--- src/rtl/sync_fifo_param_if.sv ---
// rtl/sync_fifo_param_if.sv - write/read/status bundle for sync_fifo_param
interface sync_fifo_param_if #(
    parameter int DATA_W = 8,
    parameter int ADDR_W = 3
);
    logic              clr_err;
    logic              w_en;
    logic [DATA_W-1:0] w_data;
    logic              w_full;
    logic              w_afull;
    logic              r_en;
    logic [DATA_W-1:0] r_data;
    logic              r_valid;
    logic              r_empty;
    logic              r_aempty;
    logic [ADDR_W:0]   fill_cnt;
    logic              overflow;
    logic              underflow;

    modport master (
        output clr_err, w_en, w_data, r_en,
        input  w_full, w_afull, r_data, r_valid, r_empty, r_aempty,
               fill_cnt, overflow, underflow
    );

    modport slave (
        input  clr_err, w_en, w_data, r_en,
        output w_full, w_afull, r_data, r_valid, r_empty, r_aempty,
               fill_cnt, overflow, underflow
    );
endinterface

--- src/rtl/sync_fifo_param.sv ---
// rtl/sync_fifo_param.sv - single-clock FIFO with thresholds, registered read and sticky errors
module sync_fifo_param #(
    parameter int DATA_W    = 8,
    parameter int ADDR_W    = 3,
    parameter int AFULL_TH  = 6,
    parameter int AEMPTY_TH = 1
) (
    input  logic clk,
    input  logic rst,
    sync_fifo_param_if.slave bus
);
    localparam int DEPTH = 2 ** ADDR_W;
    localparam logic [ADDR_W:0] DEPTH_V  = {1'b1, {ADDR_W{1'b0}}};
    localparam logic [ADDR_W:0] AFULL_V  = AFULL_TH[ADDR_W:0];
    localparam logic [ADDR_W:0] AEMPTY_V = AEMPTY_TH[ADDR_W:0];

    logic [DATA_W-1:0] mem [DEPTH];
    logic [ADDR_W-1:0] wptr;
    logic [ADDR_W-1:0] rptr;
    logic [ADDR_W:0]   cnt;
    logic [ADDR_W:0]   cnt_nxt;
    logic              full_q;
    logic              afull_q;
    logic              empty_q;
    logic              aempty_q;
    logic [DATA_W-1:0] rdata_q;
    logic              rvalid_q;
    logic              ovf_q;
    logic              udf_q;
    logic              wr_ok;
    logic              rd_ok;

    // Acceptance uses the registered flags, so at full a read wins and at empty a write wins.
    assign wr_ok = bus.w_en & ~full_q;
    assign rd_ok = bus.r_en & ~empty_q;

    always_comb begin
        cnt_nxt = cnt;
        if (wr_ok && !rd_ok)
            cnt_nxt = cnt + 1'b1;
        else if (rd_ok && !wr_ok)
            cnt_nxt = cnt - 1'b1;
    end

    // Storage keeps its contents across reset; only the write port touches it.
    always_ff @(posedge clk) begin
        if (!rst && wr_ok)
            mem[wptr] <= bus.w_data;
    end

    always_ff @(posedge clk) begin
        if (rst) begin
            wptr     <= '0;
            rptr     <= '0;
            cnt      <= '0;
            full_q   <= 1'b0;
            afull_q  <= 1'b0;
            empty_q  <= 1'b1;
            aempty_q <= 1'b1;
            rdata_q  <= '0;
            rvalid_q <= 1'b0;
            ovf_q    <= 1'b0;
            udf_q    <= 1'b0;
        end else begin
            if (wr_ok)
                wptr <= wptr + 1'b1;
            if (rd_ok) begin
                rptr    <= rptr + 1'b1;
                rdata_q <= mem[rptr];
            end
            rvalid_q <= rd_ok;
            cnt      <= cnt_nxt;
            full_q   <= (cnt_nxt == DEPTH_V);
            afull_q  <= (cnt_nxt >= AFULL_V);
            empty_q  <= (cnt_nxt == '0);
            aempty_q <= (cnt_nxt <= AEMPTY_V);
            // A new error in the same cycle as clr_err keeps the flag set.
            if (bus.w_en && full_q)
                ovf_q <= 1'b1;
            else if (bus.clr_err)
                ovf_q <= 1'b0;
            if (bus.r_en && empty_q)
                udf_q <= 1'b1;
            else if (bus.clr_err)
                udf_q <= 1'b0;
        end
    end

    assign bus.w_full    = full_q;
    assign bus.w_afull   = afull_q;
    assign bus.r_empty   = empty_q;
    assign bus.r_aempty  = aempty_q;
    assign bus.r_data    = rdata_q;
    assign bus.r_valid   = rvalid_q;
    assign bus.fill_cnt  = cnt;
    assign bus.overflow  = ovf_q;
    assign bus.underflow = udf_q;
endmodule

--- src/flat_wrapper.sv ---
// flat-port wrapper written by rule: the top's interface ports become plain ports
module sync_fifo_param_flat 
#(
    parameter int DATA_W    = 8,
    parameter int ADDR_W    = 3,
    parameter int AFULL_TH  = 6,
    parameter int AEMPTY_TH = 1
)
  (clk, rst, bus_clr_err, bus_w_en, bus_w_data, bus_r_en, bus_w_full, bus_w_afull, bus_r_data, bus_r_valid, bus_r_empty, bus_r_aempty, bus_fill_cnt, bus_overflow, bus_underflow);
  sync_fifo_param_if #(.DATA_W(DATA_W), .ADDR_W(ADDR_W)) bus_i ();
  input  logic clk;
  input  logic rst;
  input wire logic [$bits(bus_i.clr_err)-1:0] bus_clr_err;
  input wire logic [$bits(bus_i.w_en)-1:0] bus_w_en;
  input wire logic [$bits(bus_i.w_data)-1:0] bus_w_data;
  input wire logic [$bits(bus_i.r_en)-1:0] bus_r_en;
  output wire logic [$bits(bus_i.w_full)-1:0] bus_w_full;
  output wire logic [$bits(bus_i.w_afull)-1:0] bus_w_afull;
  output wire logic [$bits(bus_i.r_data)-1:0] bus_r_data;
  output wire logic [$bits(bus_i.r_valid)-1:0] bus_r_valid;
  output wire logic [$bits(bus_i.r_empty)-1:0] bus_r_empty;
  output wire logic [$bits(bus_i.r_aempty)-1:0] bus_r_aempty;
  output wire logic [$bits(bus_i.fill_cnt)-1:0] bus_fill_cnt;
  output wire logic [$bits(bus_i.overflow)-1:0] bus_overflow;
  output wire logic [$bits(bus_i.underflow)-1:0] bus_underflow;
  assign bus_i.clr_err = bus_clr_err;
  assign bus_i.w_en = bus_w_en;
  assign bus_i.w_data = bus_w_data;
  assign bus_i.r_en = bus_r_en;
  assign bus_w_full = bus_i.w_full;
  assign bus_w_afull = bus_i.w_afull;
  assign bus_r_data = bus_i.r_data;
  assign bus_r_valid = bus_i.r_valid;
  assign bus_r_empty = bus_i.r_empty;
  assign bus_r_aempty = bus_i.r_aempty;
  assign bus_fill_cnt = bus_i.fill_cnt;
  assign bus_overflow = bus_i.overflow;
  assign bus_underflow = bus_i.underflow;
  sync_fifo_param #(.DATA_W(DATA_W), .ADDR_W(ADDR_W), .AFULL_TH(AFULL_TH), .AEMPTY_TH(AEMPTY_TH)) u_core (.clk(clk), .rst(rst), .bus(bus_i));
endmodule
--- config.mk ---
export PLATFORM = sky130hd
export DESIGN_NAME = sync_fifo_param_flat
export DESIGN_NICKNAME = d
export VERILOG_FILES = /design/src/rtl/sync_fifo_param_if.sv /design/src/rtl/sync_fifo_param.sv /design/src/flat_wrapper.sv
export SDC_FILE = /design/constraint.sdc
export NUM_CORES = 1
export LEC_CHECK = 0
export ABC_AREA = 1
export CELL_PAD_IN_SITES_DETAIL_PLACEMENT = 0
export CELL_PAD_IN_SITES_GLOBAL_PLACEMENT = 1
export CORE_ASPECT_RATIO = 1.75
export CORE_UTILIZATION = 45
export DETAILED_ROUTE_END_ITERATION = 6
export PLACE_DENSITY_LB_ADDON = 0.15
export REMOVE_ABC_BUFFERS = 1
export SYNTH_ARGS = -nofsm -noshare
export SYNTH_HDL_FRONTEND = slang
export SYNTH_SLANG_ARGS = --single-unit
--- constraint.sdc ---
create_clock -name clk -period 2.74 [get_ports clk]
set_clock_uncertainty 0.2 [all_clocks]
set_input_delay 0.548 -clock clk [delete_from_list [all_inputs] [get_ports clk]]
set_output_delay 0.548 -clock clk [all_outputs]
set_load 0.01 [all_outputs]
==> metrics.cfg <==
[clock_network]
hold_buffers = 0
cts_buffer_depth = 2
clk_pin_slew_ns = 0.06
postCtsResizedCells = 0
clock-root-buffer = clkbuf_16
cts_made_buffers = 9
worstSkewPairLatency_ns = 0.34
numClockSinks = 89
post_cts_buffers = 0
tritoncts = yes
htree_levels = 3

[synth]
synthAdderAreaFrac_pct = 1.36
synth_xor_area_share_pct = 0
synthSimpleGateAreaFrac_pct = 17.8
synth_area_leaders = edfxtp_1, dfxtp_1, nor2_1
synthCells = 347
synth_mux_area_share_pct = 0
synth_compound_area_share_pct = 10.1
yosysSeqAreaShare_pct = 66.0
ys_warn_count = 0
synth_top_family_by_area = simple AND/OR/NAND/NOR gates
synth_top_cell_by_area = edfxtp_1
synth_top_area_share_pct = 52.4
ys_seq_elements = 89
yosys.cell_types.count = 25
syn_area_sq_um = 3670
avgSynthCellArea_sq_um = 10.6

[cells_and_area]
fin_util_pct = 55.4
stdcell_count = 482
final_nets = 404
drive_above_1_share_pct = 11.7
area_delta_synth_final_pct = 19.4
antennaDiodeCount = 0
fillers = 713

[worst_setup_path]
path_class = reg -> out
required_ns = 1.99
critPathArrivalTime_ns = 1.44
max_stage_delay_ns = 0.61
start_kind = flop
slowest_stage = clkdlybuf4s50_1
path_delay_family = buffers and inverters
cp-end-kind = output port
path_buf_inv = 1
crit_chain = clkdlybuf4s50_1
crit_fanout = 4

[sta]
fmax_mhz = 458
whs_ns = 0.255
period_share_pct = 79.7
setup_violations = 0
period_minus_slack_ns = 2.18
slew-limit-headroom_pct = 62.2
rsz0062_at_grt = false
fin_setup_tns_ns = 0
maxSlewViolCount = 0
hold_viol_final = 0
worst_pin_slew_ns = 0.565

[power_and_ir_drop]
power_density_nw_per_um2 = 780
vdd_ir_drop_max_mv = 0.547
p_leak_nw = 1.64

[detailed_routing]
drt_iter0_drc = 263
dr.pass1.iters = 5
post-route-drc-count = 0
post_drt_wl_per_cell_microns = 18.3
vias = 2553
finalWirelength_microns = 8800
viasPerCell = 5.30
ant_nets = 0

[die]
core_region_area_sq_um = 7910
die_y_microns = 121
initial_utilization_pct = 46.4
num_io_pins = 32
die_w_microns = 70.3
die-area_sq_um = 8530
fp-row-count = 43

[global_routing]
use_met1_pct = 22.6
grt_use_met2_pct = 41.8
grt_pass1_wl_microns = 13600
grt_max_degree = 35
antenna_found_initial = 0
grt_usage_pct = 22.2
met3_usage_pct = 3.65
grt_pass1_vias = 2534
grt.busiest_layer = met2
overflow = 0

[placed_design]
dpl.hpwl_microns = 6220
placed_cells = 466
numPortBuffers = 31
gp_congestion = 0.817

[hold_path]
min_path_type = reg -> reg

[flow_run]
cap_violations = 0

[outcome]
status = complete, no violations

==> worst paths after layout <==
check	end	slack [ns]	start	cells after the start
worst max-delay path	bus_w_full	0.56	u_core.bus.w_full$_SDFF_PP0_	1
worst min register to register	u_core.bus.underflow$_SDFFE_PP0P_	0.26	u_core.bus.underflow$_SDFFE_PP0P_	2
worst min-delay path	u_core.bus.underflow$_SDFFE_PP0P_	0.26	u_core.bus.underflow$_SDFFE_PP0P_	2
worst max register to register	u_core.bus.r_data[5]$_SDFFE_PP0P_	0.89	u_core.rptr[1]$_SDFFE_PP0P_	6
==> synthesized netlist by cell type <==
library cell / n
nor2_8: 1
nand3_1: 17
clkinv_1: 1
nor2_4: 1
ha_1: 4
clkbuf_1: 2
inv_4: 1
nand3_2: 2
o211ai_1: 8
o21ai_1: 13
a21oi_1: 18
nor2_2: 4
dfxtp_1: 25
buf_4: 6
buf_2: 6
o21ai_0: 31
nor2_1: 64
nor3_1: 4
nand2_2: 7
inv_2: 5
nand2_4: 1
inv_1: 16
edfxtp_1: 64
nand2_1: 44
nand4_1: 2
==> routing by layer <==
layer	vias to the layer above	wire length (microns)
met5	-	0
met4	0	282
met3	19	310
met2	62	5070
met1	1203	3130
li1	1269	-
==> where the power goes <==
part	switching, mW	total (mW)	internal (mW)
clock network	0.471	1.18	0.706
registers	0.0709	1.59	1.52
logic	0.393	0.648	0.255
==> area by class of cell <==
class | count | area, sq um | area share, %
Clock buffer | 13 | 240 | 5.48
Sequential cell | 89 | 2420 | 55.3
Inverter | 23 | 88.8 | 2.03
Clock inverter | 3 | 42.5 | 0.971
Tap cell | 90 | 113 | 2.57
Timing Repair Buffer | 43 | 400 | 9.14
Multi-Input combinational cell | 221 | 1070 | 24.5
==> stage by stage <==
stage | power (mW) | cell area, sq um | setup WS (ns)
3_3_place_gp | 2.27 | 4100 | 0.395
5_1_grt | 3.57 | 4380 | 0.504
6_report | 3.42 | 4380 | 0.555
3_5_place_dp | 2.28 | 4100 | 0.380
2_1_floorplan | 1.98 | 3590 | 0.559
4_1_cts | 3.44 | 4380 | 0.535
==> cell families after synthesis <==
kind of cell,count (synthesis)
AND/OR/NAND/NOR,147
flip-flops,89
AO/OA/AOI/OAI,70
buffers and inverters,37
adder cells (fa/ha/maj),4
==> sequential cells by signal, indices dropped and copies added (netlist names) <==
name / flops
u_core.mem: 64
u_core.bus.r_data: 8
u_core.bus.fill_cnt: 4
u_core.rptr: 3
u_core.wptr: 3
u_core.bus.overflow: 1
u_core.bus.r_aempty: 1
u_core.bus.r_empty: 1
u_core.bus.r_valid: 1
u_core.bus.underflow: 1
u_core.bus.w_afull: 1
u_core.bus.w_full: 1
==> cell usage in the layout, fill, tap and decap left out, types with 4 or more instances in the layout <==
cell              n
a21oi_1          18
buf_4            12
clkbuf_1          4
clkbuf_16         9
clkdlybuf4s50_1  31
dfxtp_1          25
edfxtp_1         64
ha_1              4
inv_1            16
inv_2             5
nand2_1          44
nand2_2           7
nand3_1          17
nor2_1           64
nor2_2            4
nor3_1            4
o211ai_1          8
o21ai_0          31
o21ai_1          13
Power figures use the tool's default switching activity.
